<file path="config.mk">
export PLATFORM = sky130hd
export DESIGN_NAME = tetris_cell_blitter
export DESIGN_NICKNAME = d
export VERILOG_FILES = /design/src/rtl/tetris_cell_blitter.sv
export SDC_FILE = /design/constraint.sdc
export NUM_CORES = 1
export LEC_CHECK = 0
export BUFFER_PORTS_ARGS = -buffer_cell sky130_fd_sc_hd__buf_2
export CORE_ASPECT_RATIO = 1.2
export CORE_MARGIN = 1
export CORE_UTILIZATION = 45
export CTS_CLUSTER_DIAMETER = 30
export CTS_CLUSTER_SIZE = 20
export DETAILED_ROUTE_END_ITERATION = 8
export PLACE_DENSITY_LB_ADDON = 0.2
export SYNTH_ARGS = -nofsm -noshare
export SYNTH_HDL_FRONTEND = slang
export SYNTH_SLANG_ARGS = --single-unit
</file>
<file path="constraint.sdc">
create_clock -name clk -period 6 [get_ports clk]
set_input_delay 0.6 -clock clk [delete_from_list [all_inputs] [get_ports clk]]
set_output_delay 0.6 -clock clk [all_outputs]
set_load 0.02 [all_outputs]
</file>
<file path="src/rtl/tetris_cell_blitter.sv">
// Cell-granular framebuffer blitter: FILL paints a CELL x CELL square, COPY moves one.
// Acts as an Avalon-MM master on a single-port 16-bit RAM with one-cycle read latency.
module tetris_cell_blitter #(
  parameter int unsigned FB_WIDTH  = 320,
  parameter int unsigned FB_HEIGHT = 240,
  parameter int unsigned CELL      = 10,
  parameter int unsigned ADDR_W    = 17,
  parameter int unsigned FB_BASE   = 0
) (
  input  logic              clk,
  input  logic              reset,
  input  logic              cmd_valid,
  output logic              cmd_ready,
  input  logic              cmd_op,
  input  logic [8:0]        cmd_x,
  input  logic [7:0]        cmd_y,
  input  logic [8:0]        cmd_src_x,
  input  logic [7:0]        cmd_src_y,
  input  logic [15:0]       cmd_color,
  input  logic              mem_grant,
  output logic [ADDR_W-1:0] mem_address,
  output logic [1:0]        mem_byteenable,
  output logic              mem_chipselect,
  output logic              mem_write,
  output logic [15:0]       mem_writedata,
  output logic              mem_clken,
  input  logic [15:0]       mem_readdata,
  output logic              busy,
  output logic              done,
  output logic              err
);

  localparam int unsigned CntW = (CELL > 1) ? $clog2(CELL) : 1;
  localparam logic [CntW-1:0]   LastIdx = CntW'(CELL - 1);
  localparam logic [ADDR_W-1:0] RowStep = ADDR_W'(FB_WIDTH - CELL + 1);

  typedef enum logic [2:0] {StIdle, StFill, StCRead, StCWrite, StDone} state_e;

  state_e            r_state, w_state_d;
  logic [ADDR_W-1:0] r_dst_addr, r_src_addr;
  logic [CntW-1:0]   r_col, r_row;
  logic [15:0]       r_color;
  logic              r_err;

  logic              w_accept, w_bad, w_last, w_step;
  logic [ADDR_W-1:0] w_dst_start, w_src_start;

  assign cmd_ready = (r_state == StIdle) || (r_state == StDone);
  assign w_accept  = cmd_valid && cmd_ready;

  assign w_bad = (32'(cmd_x) + CELL > FB_WIDTH) || (32'(cmd_y) + CELL > FB_HEIGHT) ||
                 (cmd_op && ((32'(cmd_src_x) + CELL > FB_WIDTH) ||
                             (32'(cmd_src_y) + CELL > FB_HEIGHT)));

  // Start addresses only; constant-width products reduce to shift-add, per-pixel stepping is additive.
  assign w_dst_start = ADDR_W'(FB_BASE) + ADDR_W'(cmd_y) * ADDR_W'(FB_WIDTH) + ADDR_W'(cmd_x);
  assign w_src_start = ADDR_W'(FB_BASE) + ADDR_W'(cmd_src_y) * ADDR_W'(FB_WIDTH)
                       + ADDR_W'(cmd_src_x);

  assign w_last = (r_col == LastIdx) && (r_row == LastIdx);
  // A pixel retires only on a granted write.
  assign w_step = mem_grant && ((r_state == StFill) || (r_state == StCWrite));

  always_comb begin
    w_state_d = r_state;
    case (r_state)
      StIdle, StDone: begin
        w_state_d = StIdle;
        if (w_accept && !w_bad) w_state_d = cmd_op ? StCRead : StFill;
      end
      StFill:   if (mem_grant && w_last) w_state_d = StDone;
      StCRead:  if (mem_grant) w_state_d = StCWrite;
      StCWrite: begin
        // Without grant the read data is stale, so re-read the same pixel.
        if (mem_grant && w_last) w_state_d = StDone;
        else                     w_state_d = StCRead;
      end
      default:  w_state_d = StIdle;
    endcase
  end

  always_comb begin
    mem_address    = '0;
    mem_chipselect = 1'b0;
    mem_write      = 1'b0;
    mem_writedata  = '0;
    case (r_state)
      StFill: begin
        mem_address    = r_dst_addr;
        mem_chipselect = mem_grant;
        mem_write      = mem_grant;
        mem_writedata  = r_color;
      end
      StCRead: begin
        mem_address    = r_src_addr;
        mem_chipselect = mem_grant;
      end
      StCWrite: begin
        mem_address    = r_dst_addr;
        mem_chipselect = mem_grant;
        mem_write      = mem_grant;
        mem_writedata  = mem_readdata;
      end
      default: ;
    endcase
  end

  assign mem_byteenable = 2'b11;
  assign mem_clken      = 1'b1;
  assign busy = (r_state == StFill) || (r_state == StCRead) || (r_state == StCWrite);
  assign done = (r_state == StDone);
  assign err  = r_err;

  always_ff @(posedge clk) begin
    if (reset) begin
      r_state    <= StIdle;
      r_err      <= 1'b0;
      r_dst_addr <= '0;
      r_src_addr <= '0;
      r_col      <= '0;
      r_row      <= '0;
      r_color    <= '0;
    end else begin
      r_state <= w_state_d;
      r_err   <= w_accept && w_bad;
      if (w_accept && !w_bad) begin
        r_dst_addr <= w_dst_start;
        r_src_addr <= w_src_start;
        r_col      <= '0;
        r_row      <= '0;
        r_color    <= cmd_color;
      end else if (w_step) begin
        if (r_col == LastIdx) begin
          r_col      <= '0;
          r_row      <= r_row + CntW'(1);
          r_dst_addr <= r_dst_addr + RowStep;
          r_src_addr <= r_src_addr + RowStep;
        end else begin
          r_col      <= r_col + CntW'(1);
          r_dst_addr <= r_dst_addr + ADDR_W'(1);
          r_src_addr <= r_src_addr + ADDR_W'(1);
        end
      end
    end
  end

endmodule

</file>
==> insert_results.sql, run 1 <==
INSERT INTO impl_metrics (metric_group, metric, value, unit) VALUES
('yosys', 'syn_avg_cell_area', '8.177', 'um2'),
('sta', 'tightest_slew', '1.191', 'ns'),
('sta', 'final_min_period_over_clock_period', '0.6210', ''),
('floorplan', 'coreArea', '11510', 'um2'),
('worst_hold_path', 'worstHoldEndpoint', 'r_color[4]', ''),
('yosys', 'combinational_family_with_the_most_area_after_synthesis', 'simple AND/OR/NAND/NOR gates', ''),
('sta', 'hold_ws', '0.4987', 'ns'),
('sta', 'clock_skew', '0.003894', 'ns'),
('floorplan', 'floorplan.initialDensity', '0.4602', ''),
('drt', 'vias_per_cell', '5.494', ''),
('yosys', 'async_reset_ff_frac', '0', ''),
('critical_path', 'cp_data_arrival_time', '3.93', 'ns'),
('yosys', 'synth_edf_count', '0', ''),
('status', 'result_of_the_run', 'finished clean', ''),
('drt', 'routed-via-count', '4989', ''),
('global_routing', 'use_met1', '0.3026', ''),
('layout', 'layout.cells.non_filler', '908', ''),
('cts', 'post-cts-setup-buffers', '0', ''),
('power', 'leakagePower', '2.735', 'nW'),
('sta', 'final_slew_viol_count', '0', ''),
('yosys', 'synth.top_cell.area_share', '0.2342', ''),
('global_routing', 'grt_overflow', '0', ''),
('cts', 'worst_setup_hold_path_clk_slew', '0.05', 'ns'),
('critical_path', 'r2r_slack', '2.78', 'ns'),
('power', 'vdd_drop_max', '0.1584', 'mV'),
('drt', 'firstDrtPassIters', '4', ''),
('layout', 'layout.nets', '869', ''),
('yosys', 'ys_dominant_reg_cell', 'dfxtp_1', ''),
('yosys', 'synth-xor-area-share', '0.09752', ''),
('yosys', 'synth_seq_cells', '62', ''),
('drt', 'detail_route.wl_per_cell', '15.56', 'um'),
('global_routing', 'grt.busiest_layer', 'met2', ''),
('cts', 'cts-resized-gates', '0', ''),
('global_routing', 'grt_use_met2', '0.4082', ''),
('drt', 'ant_nets', '0', ''),
('yosys', 'summed_instance_area_of_the_synthesized_netlist', '5299', 'um2'),
('yosys', 'post_synth_and_or_nand_nor_area_fraction', '0.2097', ''),
('drt', 'route.final.wire_length', '14130', 'um'),
('global_routing', 'maximum_number_of_pins_on_one_net_before_global_route_repair', '49', ''),
('yosys', 'synth_area_leader_cell', 'dfxtp_1', ''),
('sta', 'post-route-min-period', '3.726', 'ns'),
('floorplan', 'die_x', '101.1', 'um'),
('worst_hold_path', 'hold_path_startpoint', 'cmd_color[4]', ''),
('drt', 'remaining_drc_errors', '0', ''),
('worst_hold_path', 'worstHoldPathType', 'in2reg', ''),
('cts', 'clock_tree.buffer_depth', '2', ''),
('critical_path', 'crit-reg2reg-launch', 'r_state[1]', ''),
('sta', 'relative_slew_slack', '0.2030', ''),
('yosys', 'postSynthCellCount', '648', ''),
('placement', 'portBuffers', '109', ''),
('critical_path', 'worst_r2r_path_depth', '6', ''),
('yosys', 'post_synth_mux_area_share', '0.06612', ''),
('worst_hold_path', 'min_delay_path_depth', '3', ''),
('placement', 'dp_cells', '892', ''),
('layout', 'area_delta_synth_final', '17.17', '%'),
('yosys', 'netlist_top_cells_area', 'dfxtp_1, ha_1, mux2i_1', ''),
('drt', 'dr.first_iter.drc_count', '231', ''),
('global_routing', 'antenna_found_initial', '0', ''),
('global_routing', 'first_global_vias', '4844', ''),
('critical_path', 'worstReg2RegEnd', 'r_color[12]', ''),
('cts', 'number_of_clock_buffers_inserted_by_tritoncts', '9', ''),
('placement', 'gp_congestion', '0.8697', ''),
('run', 'drv.max_cap_violation_count', '0', ''),
('sta', 'fmax', '0.2684', 'GHz'),
('cts', 'cts_tree', 'done', ''),
('floorplan', 'die_h', '120.9', 'um'),
('floorplan', 'die_area', '12220', 'um2'),
('global_routing', 'grt.met3_usage', '0.04032', ''),
('yosys', 'ys_types', '60', ''),
('layout', 'number_of_antenna_diodes', '0', ''),
('yosys', 'sequential_cell_area_fraction_in_the_yosys_report', '0.2342', '');
## report_power, final
group | total [mW] | leakage, nW | switching, mW | internal [mW]
sequential | 0.486 | 0.506 | 0.0386 | 0.447
clock | 0.514 | 0.141 | 0.196 | 0.318
combinational | 0.391 | 2.09 | 0.226 | 0.165
total | 1.39 | 2.73 | 0.461 | 0.930
## through the flow
stage                     worst slack [ns]  cell area, um2
after CTS                            2.294            6208
after global placement               2.082            5918
final                                2.274            6208
after global routing                 2.101            6208
after detailed placement             1.965            5918
after floorplan                      3.020            5306
## per-layer routing
layer  part of all wire  vias up
met5                  0        -
met4              0.027        0
met1               0.43     2361
met2               0.50      109
met3              0.043       21
li1                   -     2498
## layout make-up
type | count | area, um2
clock inverters | 7 | 65.06
flip-flops and latches | 62 | 1241
repair buffers | 113 | 575.6
fillers | 1136 | 5305
well taps | 157 | 196.4
multi-input cells | 527 | 3781
clock buffers | 9 | 225.2
inverters | 33 | 123.9
## how the worst max path moves through the flow
| stage | startpoint | to | slack (ns) | depth (start not counted) |
|---|---|---|---|---|
| after detailed placement | cmd_src_x[1] | r_color[12] | 1.96 | 10 |
| final | cmd_src_x[1] | r_color[12] | 2.27 | 10 |
| after global routing | cmd_src_x[1] | r_color[6] | 2.10 | 10 |
| after global placement | cmd_src_x[1] | r_color[2] | 2.08 | 10 |
| after CTS | cmd_src_x[1] | r_color[12] | 2.29 | 10 |
| after floorplan | cmd_src_x[1] | r_src_addr[15] | 3.02 | 9 |
## cell usage in the layout, fill, tap and decap left out, types with 6 or more instances in the layout
master     count
ha_1          46
nand3_1       16
inv_1         33
o21ai_0       19
nor3_1        18
dfxtp_1       62
a22o_1        15
nor2_1        92
nor2b_1       11
nand2_1       45
clkbuf_16      9
and3_1         6
nand4_1        8
xor2_1        31
nand2b_1       8
o211ai_1      13
mux2i_1       35
xnor2_1       28
a211oi_2       9
o21bai_1       6
buf_2        109
a211oi_1      15
a21oi_1       26
a21o_1         9
o211a_1        6
fa_1           6
## logic make-up (layout without fill, tap and decap cells)
family / after synthesis / count (layout)
AND/OR/NAND/NOR: 231 / 231
AO/OA/AOI/OAI: 147 / 147
flip-flops: 62 / 62
buffers and inverters: 61 / 162
XOR/XNOR: 59 / 59
adder cells (fa/ha/maj): 52 / 52
multiplexers: 35 / 35
other: 1 / 3
## registers in the layout, indices dropped and copies added (netlist names)
| name | flops |
|---|---|
| r_src_addr | 17 |
| err | 1 |
| r_state | 3 |
| r_color | 16 |
| r_dst_addr | 17 |
| r_col | 4 |
| r_row | 4 |
## critical path, cell delays in order
cell and delay (ns):
buf_2 0.12, ha_1 0.28, or3b_2 0.45, o21a_1 0.21, a221oi_2 0.28, o22ai_2 0.17, nor4_4 1.02, buf_4 0.48
mux2i_1 0.25, nor2_1 0.05
No activity file was read; power rests on OpenSTA's default activity.
==> inputs of run 2 (changes only) <==
- clock period: 6 -> 3.4 ns (I/O delays scaled with it)
==> run 2 against run 1 <==
Against the previous run: clock-buffer cell count is the same; flip-flop and latch count is the same; global-route usage down 0.38 points; combinational power is 81% higher; first-iteration DRC count up 34%; clock power rose by 93%; power grew 84%; cell area grew 1.3%.
==> insert_results.sql, run 2 (synthesized netlist as in run 1, its figures left out) <==
INSERT INTO impl_metrics (metric_group, metric, value, unit) VALUES
('critical_path', 'crit-reg2reg-launch', 'r_col[3]', ''),
('cts', 'cts_root_buf', 'clkbuf_16', ''),
('drt', 'ant_nets', '0', ''),
('cts', 'post-cts-setup-buffers', '0', ''),
('layout', 'final_design_utilization', '0.5464', ''),
('cts', 'worst_setup_hold_path_clk_slew', '0.06', 'ns'),
('critical_path', 'worst_r2r_path_depth', '11', ''),
('sta', 'post-route-min-period', '2.902', 'ns'),
('power', 'vdd_drop_max', '0.2147', 'mV'),
('layout', 'layout.nets', '874', ''),
('cts', 'ctsHtreeMaxLevel', '3', ''),
('layout', 'share_of_post_route_cells_with_drive_strength_above_1', '0.2011', ''),
('placement', 'place_ws', '0.1748', 'ns'),
('sta', 'tightest_slew', '0.7771', 'ns'),
('worst_hold_path', 'worstHoldPathType', 'in2reg', ''),
('sta', 'relative_slew_slack', '0.4820', ''),
('floorplan', 'die_h', '120.9', 'um'),
('sta', 'fin_ws', '0.4981', 'ns'),
('power', 'p_int', '1.731', 'mW'),
('layout', 'top_flop_regs', 'r_dst_addr x17, r_src_addr x17, r_color x16', ''),
('critical_path', 'cp_data_arrival_time', '3.10', 'ns'),
('critical_path', 'timing.critical_path.slowest_stage_cell', 'or4_1', ''),
('sta', 'final_min_period_over_clock_period', '0.8535', ''),
('critical_path', 'cp-startpoint', 'cmd_src_x[1]', ''),
('floorplan', 'coreArea', '11510', 'um2'),
('power', 'leakagePower', '2.777', 'nW'),
('sta', 'clock_skew', '0.005482', 'ns'),
('critical_path', 'slowest_delay', '0.58', 'ns'),
('drt', 'dr.first_iter.drc_count', '309', ''),
('layout', 'area_delta_synth_final', '18.72', '%'),
('global_routing', 'first_global_vias', '4785', ''),
('critical_path', 'worstReg2RegEnd', 'r_dst_addr[7]', ''),
('critical_path', 'path_class', 'in2reg', ''),
('cts', 'cts-resized-gates', '0', ''),
('drt', 'route.final.wire_length', '14250', 'um'),
('layout', 'number_of_antenna_diodes', '0', ''),
('layout', 'stdcell_area', '6291', 'um2'),
('power', 'clock_power_share', '0.389', ''),
('layout', 'layout.cells.most_common_list', 'buf_2, nor2_1, dfxtp_1', ''),
('placement', 'portBuffers', '109', ''),
('cts', 'number_of_clock_buffers_inserted_by_tritoncts', '9', ''),
('cts', 'number_of_clock_sinks', '62', ''),
('power', 'power.density', '406.0', 'nW/um2'),
('global_routing', 'maximum_number_of_pins_on_one_net_before_global_route_repair', '48', ''),
('status', 'result_of_the_run', 'finished clean', ''),
('cts', 'cts_hold_buf', '0', ''),
('critical_path', 'r2r_slack', '0.66', 'ns'),
('drt', 'firstDrtPassIters', '5', ''),
('floorplan', 'die_x', '101.1', 'um'),
('floorplan', 'row_count', '43', ''),
('floorplan', 'io_pins', '113', ''),
('run', 'drv.max_cap_violation_count', '0', ''),
('floorplan', 'floorplan.initialDensity', '0.4602', ''),
('placement', 'post_dp_cell_area', '5968', 'um2'),
('sta', 'final_slew_viol_count', '0', ''),
('sta', 'fin_setup_tns', '0', 'ns'),
('power', 'switching_power', '822.7', 'uW'),
('critical_path', 'critPathRequiredTime', '3.60', 'ns'),
('sta', 'final-hold-violation-count', '0', ''),
('sta', 'setup_viol', '0', ''),
('global_routing', 'grt_first_pass_wirelength', '22940', 'um'),
('drt', 'routed-via-count', '5003', ''),
('floorplan', 'die_area', '12220', 'um2'),
('critical_path', 'crit_path_launch_type', 'input port', ''),
('critical_path', 'cp_max_fo', '33', ''),
('power', 'totalPowerFinal', '2.554', 'mW'),
('sta', 'rsz0062_at_grt', 'false', ''),
('sta', 'fmax', '0.3446', 'GHz'),
('power', 'p_sw_frac', '0.3221', ''),
('cts', 'clock_tree.buffer_depth', '2', ''),
('power', 'share_seq_of_total_power', '0.334', ''),
('drt', 'detail_route.wl_per_cell', '15.61', 'um'),
('critical_path', 'cp_cell_sequence', 'buf_2, ha_1, or3b_2, o21a_1, a221oi_2, o22ai_2, or4_1, buf_12, nand2_1, o22ai_1', ''),
('critical_path', 'crit_end', 'r_dst_addr[8]', ''),
('cts', 'cts_tree', 'done', ''),
('layout', 'fillerInstances', '1137', ''),
('cts', 'insertion_delay', '0.34', 'ns'),
('power', 'comb_power_share', '0.277', ''),
('layout', 'mostFrequentLayoutCell', 'buf_2', ''),
('global_routing', 'antenna_found_initial', '0', ''),
('critical_path', 'worstSetupEndpointType', 'flip-flop', ''),
('placement', 'gp_congestion', '0.8974', ''),
('global_routing', 'grt.total_usage', '0.2386', ''),
('drt', 'remaining_drc_errors', '0', ''),
('placement', 'dp_hpwl', '11010', 'um'),
('global_routing', 'grt_overflow', '0', ''),
('drt', 'vias_per_cell', '5.480', '');
==> run 2: cell types whose count changed in the layout (fill, tap and decap cells not counted), sizes merged <==
cell    previous run  this run
buf              113       118
clkinv             4         2
bufinv             1         2
inv               33        34
==> run 2: per-stage QoR <==
| stage | cells | hold slack [ns] |
|---|---|---|
| 3_3_place_gp | 897 | 0.4698 |
| 3_5_place_dp | 897 | 0.4867 |
| 5_1_grt | 913 | 0.2492 |
| 6_report | 913 | 0.2406 |
| 4_1_cts | 913 | 0.2351 |
| 2_1_floorplan | 650 | 0.4555 |
==> run 2: per-layer routing <==
metal  global-route usage  wire length, um  vias to the layer above
met5                    0                0                        -
met3              0.03111              543                       25
met2               0.4001             6949                      132
li1                     -                -                     2517
met1               0.3133             6450                     2329
met4              0.07880              304                        0
==> run 2: cell type report <==
| type | instances | area, um2 | area share |
|---|---|---|---|
| clock buffer | 9 | 225.2 | 0.03580 |
| clock inverter | 7 | 97.59 | 0.01551 |
| inverter | 33 | 123.9 | 0.01969 |
| multi-input combinational | 527 | 3781 | 0.6010 |
| sequential | 62 | 1241 | 0.1973 |
| tap | 157 | 196.4 | 0.03123 |
| timing repair buffer | 118 | 625.6 | 0.09944 |
==> run 2: worst max-delay path, delay by kind of cell <==
family	cells	cell delay [ns]
AO/OA/AOI/OAI	4	0.79
adder cells (fa/ha/maj)	1	0.27
buffers and inverters	2	0.33
AND/OR/NAND/NOR	3	1.35
==> run 2: power by group through the flow <==
stage          sequential [mW]  combinational, mW  clock, mW
2_1_floorplan            0.846              0.522          0
3_3_place_gp             0.865              0.684          0
3_5_place_dp             0.867              0.701          0
4_1_cts                  0.851              0.706       1.01
5_1_grt                  0.859              0.784       1.05
6_report                 0.853              0.707      0.994
==> run 2: worst min-delay path by stage <==
stage,start,slack [ns],cells past startpoint,end
2_1_floorplan,cmd_op,0.46,1,r_state[0]
3_3_place_gp,r_col[3],0.47,2,r_col[3]
3_5_place_dp,r_color[4],0.49,2,r_color[4]
4_1_cts,cmd_color[4],0.24,3,r_color[4]
5_1_grt,cmd_color[10],0.25,3,r_color[10]
6_report,cmd_color[1],0.24,3,r_color[1]
==> inputs of run 3 (changes only) <==
- CORE_UTILIZATION: 45 -> 55
- SKIP_LAST_GASP: default -> 1
- clock period: 3.4 -> 3.35 ns (I/O delays scaled with it)
==> run 3 against run 2 <==
Against the previous run: via count rose by 0.86%; sequential share of layout area rose by 0.45 points; clock-buffer cell count rose by 4; critical path type is now reg2reg.
==> insert_results.sql, run 3 (synthesized netlist as in run 1, its figures left out) <==
INSERT INTO impl_metrics (metric_group, metric, value, unit) VALUES
('placement', 'portBuffers', '109', ''),
('drt', 'firstDrtPassIters', '4', ''),
('power', 'vdd_drop_max', '0.2298', 'mV'),
('cts', 'cts_hold_buf', '0', ''),
('cts', 'clock_tree.buffer_depth', '2', ''),
('floorplan', 'die_h', '109.5', 'um'),
('layout', 'final_design_utilization', '0.6703', ''),
('sta', 'final_min_period_over_clock_period', '0.8236', ''),
('cts', 'cts_root_buf', 'clkbuf_8', ''),
('global_routing', 'first_global_vias', '4780', ''),
('drt', 'vias_per_cell', '5.754', ''),
('drt', 'routed-via-count', '5046', ''),
('layout', 'layout.cells.most_common_list', 'buf_2, nor2_1, dfxtp_1', ''),
('global_routing', 'grt_first_pass_wirelength', '22000', 'um'),
('cts', 'cts-resized-gates', '0', ''),
('floorplan', 'io_pins', '113', ''),
('drt', 'routed-wl-met3', '495', 'um'),
('floorplan', 'die_x', '91.60', 'um'),
('cts', 'post-cts-setup-buffers', '0', ''),
('sta', 'fmax', '0.3624', 'GHz'),
('power', 'p_int', '1.581', 'mW'),
('critical_path', 'worstSetupEndpointType', 'flip-flop', ''),
('floorplan', 'row_count', '38', ''),
('drt', 'dr.first_iter.drc_count', '195', ''),
('floorplan', 'die_area', '10030', 'um2'),
('power', 'power.density', '383.5', 'nW/um2'),
('run', 'drv.max_cap_violation_count', '0', ''),
('sta', 'rsz0062_at_grt', 'false', ''),
('worst_hold_path', 'worstHoldPathType', 'in2reg', ''),
('critical_path', 'crit-reg2reg-launch', 'r_col[3]', ''),
('floorplan', 'floorplan.initialDensity', '0.5774', ''),
('drt', 'remaining_drc_errors', '0', ''),
('power', 'switching_power', '777.5', 'uW'),
('critical_path', 'r2r_slack', '0.59', 'ns'),
('critical_path', 'worst_r2r_path_depth', '11', ''),
('critical_path', 'critPathRequiredTime', '3.58', 'ns'),
('critical_path', 'path_class', 'reg2reg', ''),
('critical_path', 'cp_data_arrival_time', '2.99', 'ns'),
('placement', 'dp_hpwl', '10810', 'um'),
('drt', 'detail_route.wl_per_cell', '16.05', 'um'),
('critical_path', 'crit_path_launch_type', 'flip-flop', ''),
('layout', 'mostFrequentLayoutCell', 'buf_2', ''),
('sta', 'clock_skew', '0.008341', 'ns'),
('critical_path', 'cp_max_fo', '10', ''),
('worst_hold_path', 'worstHoldEndpoint', 'r_color[4]', ''),
('layout', 'area_delta_synth_final', '16.08', '%'),
('cts', 'number_of_clock_sinks', '62', ''),
('placement', 'gp_congestion', '0.8656', ''),
('sta', 'relative_slew_slack', '0.4362', ''),
('drt', 'ant_nets', '0', ''),
('floorplan', 'coreArea', '9176', 'um2'),
('sta', 'tightest_slew', '0.8457', 'ns'),
('layout', 'layout.nets', '875', ''),
('global_routing', 'antenna_found_initial', '0', ''),
('cts', 'worst_setup_hold_path_clk_slew', '0.07', 'ns'),
('power', 'share_seq_of_total_power', '0.366', ''),
('sta', 'fin_setup_tns', '0', 'ns'),
('power', 'clock_power_share', '0.330', ''),
('cts', 'number_of_clock_buffers_inserted_by_tritoncts', '9', ''),
('cts', 'insertion_delay', '0.35', 'ns'),
('worst_hold_path', 'min_delay_path_depth', '3', ''),
('power', 'p_sw_frac', '0.3296', ''),
('power', 'leakagePower', '2.743', 'nW'),
('drt', 'maxUsedRoutingLayer', 'met4', ''),
('worst_hold_path', 'hold_path_startpoint', 'cmd_color[4]', ''),
('critical_path', 'worstReg2RegEnd', 'r_src_addr[12]', ''),
('sta', 'final-hold-violation-count', '0', ''),
('global_routing', 'grt.total_usage', '0.2781', ''),
('power', 'comb_power_share', '0.304', ''),
('cts', 'cts_tree', 'done', ''),
('sta', 'final_slew_viol_count', '0', ''),
('global_routing', 'grt_overflow', '0', ''),
('layout', 'share_of_post_route_cells_with_drive_strength_above_1', '0.2008', ''),
('global_routing', 'maximum_number_of_pins_on_one_net_before_global_route_repair', '37', ''),
('layout', 'number_of_antenna_diodes', '0', ''),
('sta', 'post-route-min-period', '2.759', 'ns'),
('drt', 'routedLengthMet1', '6038', 'um'),
('layout', 'top_flop_regs', 'r_dst_addr x17, r_src_addr x17, r_color x16', ''),
('drt', 'route.final.wire_length', '14080', 'um'),
('drt', 'dr_wl_met2', '7219', 'um'),
('status', 'result_of_the_run', 'finished clean', ''),
('sta', 'setup_viol', '0', ''),
('cts', 'ctsHtreeMaxLevel', '3', '');
-- run 3: critical path: stages (launching register included) --
cell and delay (ns):
dfxtp_1 0.35, nor2b_1 0.22, nand3b_1 0.13, inv_1 0.31, ha_1 0.34, nor2b_1 0.17
o211a_1 0.23, o211ai_1 0.31, a21boi_0 0.21, xor2_1 0.18, mux2i_1 0.15, nor2_1 0.05
-- run 3: worst max path at each step --
stage / cells past startpoint / to / slack [ns] / from
CTS: 11 / r_src_addr[12] / 0.61 / r_col[3]
detailed placement: 9 / r_src_addr[8] / 0.30 / cmd_src_x[1]
global route: 11 / r_dst_addr[14] / 0.39 / r_col[3]
global placement: 9 / r_dst_addr[8] / 0.34 / cmd_src_x[1]
finish: 11 / r_src_addr[12] / 0.59 / r_col[3]
floorplan: 9 / r_src_addr[15] / 0.63 / cmd_src_x[1]
-- run 3: area by class of cell --
class	instances	area, um2
fillers	794	3025
inverters	33	123.9
repair buffers	119	620.6
clock inverters	3	65.06
multi-input cells	527	3781
flip-flops and latches	62	1241
clock buffers	13	168.9
well taps	120	150.1
-- run 3: through the flow --
stage / setup WS [ns] / total power [mW] / area [um2] / std cells / hold slack [ns]
floorplan: 0.6347 / 1.388 / 5306 / 650 / 0.4505
global placement: 0.3416 / 1.559 / 5917 / 861 / 0.4689
detailed placement: 0.3041 / 1.582 / 5917 / 861 / 0.4851
CTS: 0.6098 / 2.355 / 6151 / 877 / 0.2105
global route: 0.3888 / 2.469 / 6151 / 877 / 0.2151
finish: 0.5910 / 2.359 / 6151 / 877 / 0.2169
-- run 3: power groups by stage --
stage,logic [mW],clock network (mW),registers [mW]
detailed placement,0.705,0,0.877
global placement,0.682,0,0.876
global route,0.786,0.814,0.869
CTS,0.712,0.782,0.862
finish,0.716,0.778,0.864
floorplan,0.529,0,0.858
-- run 3: routing by layer --
metal,track usage,vias to the layer above
li1,-,2521
met1,0.3250,2360
met2,0.5043,142
met3,0.03527,23
met4,0.1338,0
met5,0,-
